[src/rtl/lc3b_types.sv]
// Shared LC-3b types: opcode encoding and the memory-stage controller state.
package lc3b_types;

   typedef enum logic [3:0] {
      op_br   = 4'b0000,
      op_add  = 4'b0001,
      op_ldb  = 4'b0010,
      op_stb  = 4'b0011,
      op_jsr  = 4'b0100,
      op_and  = 4'b0101,
      op_ldr  = 4'b0110,
      op_str  = 4'b0111,
      op_rti  = 4'b1000,
      op_not  = 4'b1001,
      op_ldi  = 4'b1010,
      op_sti  = 4'b1011,
      op_jmp  = 4'b1100,
      op_shf  = 4'b1101,
      op_lea  = 4'b1110,
      op_trap = 4'b1111
   } lc3b_opcode;

   typedef enum logic [1:0] {
      IDLE   = 2'd0,
      FIRST  = 2'd1,
      SECOND = 2'd2,
      DONE   = 2'd3
   } mem_ctrl_state_t;

   function automatic logic is_indirect(input lc3b_opcode op);
      return (op == op_ldi) || (op == op_sti);
   endfunction

endpackage

[src/rtl/mem_byte_align.sv]
// Byte-lane steering for the data port: store replication, lane enables,
// and load byte extraction with sign extension.
module mem_byte_align (
   input  logic        byte_op_i,
   input  logic        addr_lsb_i,
   input  logic [15:0] wdata_i,
   input  logic [15:0] rdata_i,
   output logic [15:0] wdata_o,
   output logic [1:0]  wr_be_o,
   output logic [15:0] rdata_o
);

   logic [7:0] sel_byte;

   always_comb begin
      sel_byte = addr_lsb_i ? rdata_i[15:8] : rdata_i[7:0];
      if (byte_op_i) begin
         wdata_o = {wdata_i[7:0], wdata_i[7:0]};
         wr_be_o = addr_lsb_i ? 2'b10 : 2'b01;
         rdata_o = {{8{sel_byte[7]}}, sel_byte};
      end else begin
         wdata_o = wdata_i;
         wr_be_o = 2'b11;
         rdata_o = rdata_i;
      end
   end

endmodule

[src/rtl/mem_stage_ctrl.sv]
// MEM-stage data-memory controller: direct loads/stores plus two-access
// indirect LDI/STI, stalling the front of the pipe until the access completes.
module mem_stage_ctrl
   import lc3b_types::*;
(
   input  logic            clk,
   input  logic            reset,
   input  logic            valid_in,
   input  lc3b_opcode      opcode,
   input  logic            mem_read,
   input  logic            mem_write,
   input  logic            byte_op,
   input  logic [15:0]     addr,
   input  logic [15:0]     wdata,
   input  logic            dmem_resp,
   input  logic [15:0]     dmem_rdata,
   output logic            dmem_read,
   output logic            dmem_write,
   output logic [15:0]     dmem_address,
   output logic [15:0]     dmem_wdata,
   output logic [1:0]      dmem_byte_enable,
   output logic            stall,
   output logic [15:0]     rdata_out,
   output logic            done,
   output mem_ctrl_state_t state_dbg
);

   mem_ctrl_state_t state_q, state_d;
   lc3b_opcode      opcode_q, opcode_d;
   logic            byte_op_q, byte_op_d;
   logic            read_q, read_d;
   logic            write_q, write_d;
   logic            indirect_q, indirect_d;
   logic [15:0]     addr_q, addr_d;
   logic [15:0]     wdata_q, wdata_d;
   logic [15:1]     ptr_q, ptr_d;
   logic [15:0]     rdata_q, rdata_d;

   logic            accept;
   logic            lane_byte;
   logic [1:0]      lane_be;
   logic [15:0]     load_val;

   // Held in reset, a qualifying packet must not raise stall.
   assign accept    = valid_in & (mem_read | mem_write) & ~reset;
   // Only the first access of a direct byte op uses a sub-word lane.
   assign lane_byte = byte_op_q & (state_q == FIRST);

   mem_byte_align u_align (
      .byte_op_i  (lane_byte),
      .addr_lsb_i (addr_q[0]),
      .wdata_i    (wdata_q),
      .rdata_i    (dmem_rdata),
      .wdata_o    (dmem_wdata),
      .wr_be_o    (lane_be),
      .rdata_o    (load_val)
   );

   always_comb begin
      state_d      = state_q;
      opcode_d     = opcode_q;
      byte_op_d    = byte_op_q;
      read_d       = read_q;
      write_d      = write_q;
      indirect_d   = indirect_q;
      addr_d       = addr_q;
      wdata_d      = wdata_q;
      ptr_d        = ptr_q;
      rdata_d      = rdata_q;
      dmem_read    = 1'b0;
      dmem_write   = 1'b0;
      dmem_address = 16'h0000;
      stall        = 1'b0;
      done         = 1'b0;

      case (state_q)
         IDLE: begin
            if (accept) begin
               opcode_d   = opcode;
               byte_op_d  = byte_op;
               read_d     = mem_read;
               write_d    = mem_write;
               addr_d     = addr;
               wdata_d    = wdata;
               indirect_d = is_indirect(opcode);
               stall      = 1'b1;
               state_d    = FIRST;
            end
         end
         FIRST: begin
            stall        = 1'b1;
            dmem_address = byte_op_q ? addr_q : {addr_q[15:1], 1'b0};
            if (indirect_q) begin
               // Pointer fetch: strobe drops in the response cycle.
               if (dmem_resp) begin
                  ptr_d   = dmem_rdata[15:1];
                  state_d = SECOND;
               end else begin
                  dmem_read = 1'b1;
               end
            end else begin
               dmem_read  = read_q;
               dmem_write = write_q & ~read_q;
               if (dmem_resp) begin
                  if (read_q) rdata_d = load_val;
                  state_d = DONE;
               end
            end
         end
         SECOND: begin
            stall        = 1'b1;
            dmem_address = {ptr_q, 1'b0};
            dmem_read    = (opcode_q == op_ldi);
            dmem_write   = (opcode_q == op_sti);
            if (dmem_resp) begin
               if (opcode_q == op_ldi) rdata_d = load_val;
               state_d = DONE;
            end
         end
         DONE: begin
            done    = 1'b1;
            state_d = IDLE;
         end
         default: state_d = IDLE;
      endcase
   end

   assign dmem_byte_enable = dmem_write ? lane_be : 2'b00;
   assign rdata_out        = rdata_q;
   assign state_dbg        = state_q;

   always_ff @(posedge clk or posedge reset) begin
      if (reset) begin
         state_q    <= IDLE;
         opcode_q   <= op_br;
         byte_op_q  <= 1'b0;
         read_q     <= 1'b0;
         write_q    <= 1'b0;
         indirect_q <= 1'b0;
         addr_q     <= 16'h0000;
         wdata_q    <= 16'h0000;
         ptr_q      <= 15'h0000;
         rdata_q    <= 16'h0000;
      end else begin
         state_q    <= state_d;
         opcode_q   <= opcode_d;
         byte_op_q  <= byte_op_d;
         read_q     <= read_d;
         write_q    <= write_d;
         indirect_q <= indirect_d;
         addr_q     <= addr_d;
         wdata_q    <= wdata_d;
         ptr_q      <= ptr_d;
         rdata_q    <= rdata_d;
      end
   end

endmodule

[config.mk]
export PLATFORM = sky130hd
export DESIGN_NAME = mem_stage_ctrl
export DESIGN_NICKNAME = d
export VERILOG_FILES = /design/src/rtl/lc3b_types.sv /design/src/rtl/mem_byte_align.sv /design/src/rtl/mem_stage_ctrl.sv
export SDC_FILE = /design/constraint.sdc
export NUM_CORES = 1
export LEC_CHECK = 0
export CAP_MARGIN = 25
export CELL_PAD_IN_SITES_DETAIL_PLACEMENT = 0
export CELL_PAD_IN_SITES_GLOBAL_PLACEMENT = 1
export CORE_ASPECT_RATIO = 0.75
export CORE_MARGIN = 4
export CORE_UTILIZATION = 35
export DETAILED_ROUTE_END_ITERATION = 12
export GPL_ROUTABILITY_DRIVEN = 0
export PLACE_DENSITY_LB_ADDON = 0.1
export SLEW_MARGIN = 20
export SYNTH_ARGS = -nofsm -noshare
export SYNTH_HDL_FRONTEND = slang
export SYNTH_HIERARCHICAL = 1
export SYNTH_SLANG_ARGS = --single-unit
[constraint.sdc]
create_clock -name clk -period 6.8 [get_ports clk]
set_input_delay 0.68 -clock clk [delete_from_list [all_inputs] [get_ports clk]]
set_output_delay 0.68 -clock clk [all_outputs]
set_load 0.1 [all_outputs]
; ---- Word-level counts from Yosys, hierarchy flattened
; Index checks and enable logic that the tools add are counted.
[op_classes]
mux = 27
eq_ne = 14
bitwise = 7
n_reduce_logical = 8
[ops]
columns = operator, count
row1 = 16-bit two-way mux, 7
row2 = 16-bit case mux with 2 select lines, 2
row3 = "4-bit == test, second input constant", 4
row4 = 2-bit two-way mux, 7
row5 = "2-bit inequality test, second input constant", 6
row6 = 8-bit two-way mux, 1
row7 = 2-bit case mux with 4 select lines, 1
row8 = 1-bit two-way mux, 6
row9 = 1-bit case mux with 2 select lines, 3
row10 = 6-bit AND reduction, 1
row11 = 1-bit AND, 4
row12 = "2-bit == test, second input constant", 2
row13 = 2-bit AND reduction, 2
row14 = "3-bit inequality test, second input constant", 1
row15 = 3-bit AND reduction, 1
row16 = "2-bit by 1-bit == test with 1-bit output, second input constant", 1
row17 = 2-bit zero test, 1
row18 = 1-bit NOT, 2
row19 = 2-bit nonzero test, 1
row20 = 2-bit OR reduction, 1
row21 = 1-bit logical OR, 1
row22 = 1-bit OR, 1
[totals]
output_inout_bits = 56
regBits = 73
in_bits = 59

; ---- Logic depth before layout (Yosys ltp)
[logic_depth]
ltp_word = 7
mapped_depth = 9

; ---- Cells and area by module
; The synthesis kept the hierarchy.
[modules_own_cells]
columns = module, seq_area_each_um2, cells_per_inst, instances, area_each_um2
row1 = mem_stage_ctrl, 1826.8, 233, 1, 3210.6
row2 = mem_byte_align, 0.0, 45, 1, 379.1

; ---- Worst setup path before layout
; Ideal clock, no wire load.
[synth_path]
path_type = input -> output
startpoint = input port reset
endpoint = output port stall
slack_ns = 1.631
t_arrival_ns = 4.489
path_stages = 4
path_buffers = 1
t_required_ns = 6.120
cell_sequence = inv_1 -> o2111ai_2 -> buf_2 -> a21oi_1
[synth_between]
elab_chain_len = 4
[synth_rtl]
columns = item, line
row1 = start: declaration, mem_stage_ctrl.sv:7  ; input logic reset,
row2 = 1-bit NOT, mem_stage_ctrl.sv:45  ; assign accept = valid_in & (mem_read | mem_write) & ~reset;
row3 = 1-bit AND, mem_stage_ctrl.sv:45
row4 = 1-bit two-way mux, mem_stage_ctrl.sv:78  ; if (accept) begin
row5 = 1-bit case mux with 2 select lines, mem_stage_ctrl.sv:76  ; case (state_q)
row6 = end: declaration, mem_stage_ctrl.sv:22  ; output logic stall,
; Every way passes these cells.

; ---- Final worst setup path
[layout_path]
startpoint = register state_q[1] (netlist: state_dbg[1])
endpoint = output port dmem_wdata[15]
[layout_between]
elab_chain_len = 3
[layout_rtl]
columns = item, line
row1 = start: declaration, mem_stage_ctrl.sv:28  ; mem_ctrl_state_t state_q, state_d;
row2 = start signal: assignment, mem_stage_ctrl.sv:145  ; state_q <= state_d;
row3 = 2-bit by 1-bit == test with 1-bit output, mem_stage_ctrl.sv:47  ; assign lane_byte = byte_op_q & (state_q == FIRST);
row4 = 1-bit AND, mem_stage_ctrl.sv:47
row5 = net lane_byte, mem_stage_ctrl.sv:40  ; logic lane_byte;
row6 = 16-bit two-way mux, mem_byte_align.sv:17  ; if (byte_op_i) begin
row7 = end: declaration, mem_stage_ctrl.sv:20  ; output logic [15:0] dmem_wdata,
; The timed path passes the listed nets, and every way through them passes these cells.

==> impl_metrics.env <==
export IMPL_start_util_pct=36.6
export IMPL_clock_pin_slew_on_the_worst_setup_and_hold_paths_ns=0.05
export IMPL_ys_top_cells_by_area="sky130_fd_sc_hd__dfrtp_1 (51%), sky130_fd_sc_hd__mux2_2 (24%), sky130_fd_sc_hd__mux2_4 (4.2%)"
export IMPL_synthesis_area_mm2=0.00359
export IMPL_synth_async_sr_flop_share_pct=100
export IMPL_critPathLaunchType="register"
export IMPL_die_y_um=95.7
export IMPL_design_area_mm2=0.00510
export IMPL_cts_hold_buffers=0
export IMPL_via_per_inst=4.84
export IMPL_post_route_cells_drive_above_1_share_pct=29.4
export IMPL_timing_critical_path_to_type="output port"
export IMPL_fin_hold_viols=0
export IMPL_finalWirelength_um=9250
export IMPL_antenna_violating_nets_post_route=0
export IMPL_critical_path_reg2reg_endpoint="rdata_out[5]"
export IMPL_status="finished, final reports clean"
export IMPL_setup_total_negative_slack_ns=0
export IMPL_synth_most_common_cell="sky130_fd_sc_hd__mux2_2"
export IMPL_syn_avg_cell_area_um2=12.9
export IMPL_dp_cells=503
export IMPL_cts_repair_timing_setup_buffer_count=0
export IMPL_crit_reg2reg_launch="state_dbg[1]"
export IMPL_synth_top_cells_by_count="sky130_fd_sc_hd__mux2_2 (77), sky130_fd_sc_hd__dfrtp_1 (73), sky130_fd_sc_hd__nor2_1 (32)"
export IMPL_antennaDiodeCount=0
export IMPL_fp_coreArea_mm2=0.00981
export IMPL_min_period_over_period_pct=64.5
export IMPL_grt_overflow=0
export IMPL_setup_viol_count_final=0
export IMPL_floorplan_io_pins=115
export IMPL_max_cap_violations=0
export IMPL_syn_num_nets=342
export IMPL_cts_tree="yes"
export IMPL_cts_made_buffers=9
export IMPL_tightest_slew_ns=1.02
export IMPL_synth_top_area_share_pct=50.9
export IMPL_ys_warnings_count=6
export IMPL_synth_flop_cell="sky130_fd_sc_hd__dfrtp_1"
export IMPL_grt_antenna_before_repair=0
export IMPL_crit_arrival_ns=3.71
export IMPL_max_freq_ghz=0.228
export IMPL_die_x_um=125
export IMPL_fp_row_count=31
export IMPL_routed_via_count=2519
export IMPL_drt_first_pass_iters=4
export IMPL_port_buffers=114
export IMPL_clock_skew_ns=0.00654
export IMPL_critical_path_required_ns=6.12
export IMPL_min_to="byte_op_q"
export IMPL_worst_path_max_fanout=18
export IMPL_grt_setup_unrepaired="false"
export IMPL_synth_seq_cells=73
export IMPL_relative_slew_slack_pct=32.0
export IMPL_place_detailed_hpwl_um=6610
export IMPL_finalMaxSlewViolations=0
export IMPL_setup_ws_ns=2.41
export IMPL_clock_insertion_delay_at_the_later_pin_of_the_skew_report_ns=0.33
export IMPL_drt_wirelength_per_cell_um=17.8
export IMPL_timing_reg2reg_worst_path_depth=7
export IMPL_cts_resized=0
export IMPL_worst_reg_to_reg_setup_slack_ns=3.93
export IMPL_synth_edff_count=0
export IMPL_numClockSinks=73
export IMPL_pre_cts_ws_ns=2.75
export IMPL_postSynthCellCount=278
export IMPL_crit_type="register to output port"
export IMPL_timing_hold_worst_path_depth=1
export IMPL_clock_root_buffer="sky130_fd_sc_hd__clkbuf_16"
export IMPL_dr_drc_count=0
export IMPL_cts_root_to_sink_buffers=2
export IMPL_grt_pass1_vias=2613
export IMPL_final_worst_path_period_need_ns=4.39
export IMPL_yosysSeqAreaShare_pct=50.9
export IMPL_pin_count_of_the_biggest_net_entering_global_routing=75
export IMPL_synthDominantAreaCellType="sky130_fd_sc_hd__dfrtp_1"
export IMPL_area_growth_synth_to_final_pct=42.0
export IMPL_ctsHtreeMaxLevel=3
export IMPL_initial_drc_count=143
export IMPL_yosysUniqueCellTypes=34
export IMPL_die_area_mm2=0.0120
export IMPL_hp_class="register to register"
export IMPL_grt_usage_pct=15.8
export IMPL_hp_start="byte_op_q"
export IMPL_grt_first_pass_wirelength_um=14600
export IMPL_final_instance_count_excl_fill=520
export IMPL_place_area_mm2=0.00478
export IMPL_number_of_nets_in_the_final_layout=447
## area by class of cell
class | instances | area [um2]
flip-flops and latches | 73 | 1830
repair buffers | 118 | 1200
clock inverters | 3 | 40.0
fillers | 884 | 4710
clock buffers | 13 | 250
inverters | 7 | 27.5
well taps | 132 | 165
multi-input cells | 174 | 1590
## critical path, stage by stage, from the launching register on
cell                              delay [ns]
sky130_fd_sc_hd__dfrtp_1                0.42
sky130_fd_sc_hd__inv_1                  0.15
sky130_fd_sc_hd__ha_1                   0.64
sky130_fd_sc_hd__and2_1                 0.61
sky130_fd_sc_hd__buf_8                  0.24
sky130_fd_sc_hd__mux2_2                 0.34
sky130_fd_sc_hd__clkdlybuf4s50_1        0.97
## cell usage in the layout, fill, tap and decap left out, types with 2 or more instances in the layout
cell,count
sky130_fd_sc_hd__inv_1,4
sky130_fd_sc_hd__and2_1,3
sky130_fd_sc_hd__clkbuf_16,9
sky130_fd_sc_hd__clkinv_2,3
sky130_fd_sc_hd__dfrtp_1,73
sky130_fd_sc_hd__a22oi_1,15
sky130_fd_sc_hd__clkbuf_1,3
sky130_fd_sc_hd__a21oi_1,10
sky130_fd_sc_hd__mux2_2,77
sky130_fd_sc_hd__nand2_1,4
sky130_fd_sc_hd__nor3_1,2
sky130_fd_sc_hd__nor2_1,32
sky130_fd_sc_hd__mux2_4,10
sky130_fd_sc_hd__buf_4,2
sky130_fd_sc_hd__ha_1,5
sky130_fd_sc_hd__clkdlybuf4s50_1,114
## sequential cells by signal, summed over array words and instances (netlist names), 2 cells and up
signal / count
rdata_out: 16
opcode_q: 4
state_dbg: 2
wdata_q: 16
addr_q: 16
ptr_q: 15
## worst max-delay path by stage
stage / startpoint / to / cells after the start
2_1_floorplan: reset / stall / 4
3_3_place_gp: state_dbg[1] / dmem_wdata[15] / 5
3_5_place_dp: state_dbg[1] / dmem_wdata[13] / 6
4_1_cts: state_dbg[1] / dmem_wdata[13] / 6
5_1_grt: state_dbg[1] / dmem_wdata[13] / 6
6_report: state_dbg[1] / dmem_wdata[15] / 6
## layer usage
metal | track usage, % | vias up | routed length [um]
li1 | - | 1186 | -
met1 | 22.5 | 1254 | 4550
met2 | 22.0 | 75 | 3910
met3 | 7.43 | 4 | 744
met4 | 3.43 | 0 | 49
met5 | 0 | - | 0
## metrics by stage
step | hold slack [ns] | util, %
floorplan | 0.471 | -
global placement | 0.483 | 48.6
detailed placement | 0.488 | 48.7
CTS | 0.500 | 51.7
global route | 0.508 | 52.0
finish | 0.498 | 52.0
## cells by family after synthesis
logic type / Yosys count / synth area share [%]
adders and majority gates: 5 / 1.74
DFF: 73 / 50.9
and+or+nand+nor: 47 / 6.31
buffers and inverters: 31 / 5.12
AOI/OAI and AO/OA: 34 / 7.22
muxes: 88 / 28.7
Power is not shown: default switching activity piles up to over one toggle a cycle in this logic, so the estimate is an artifact.
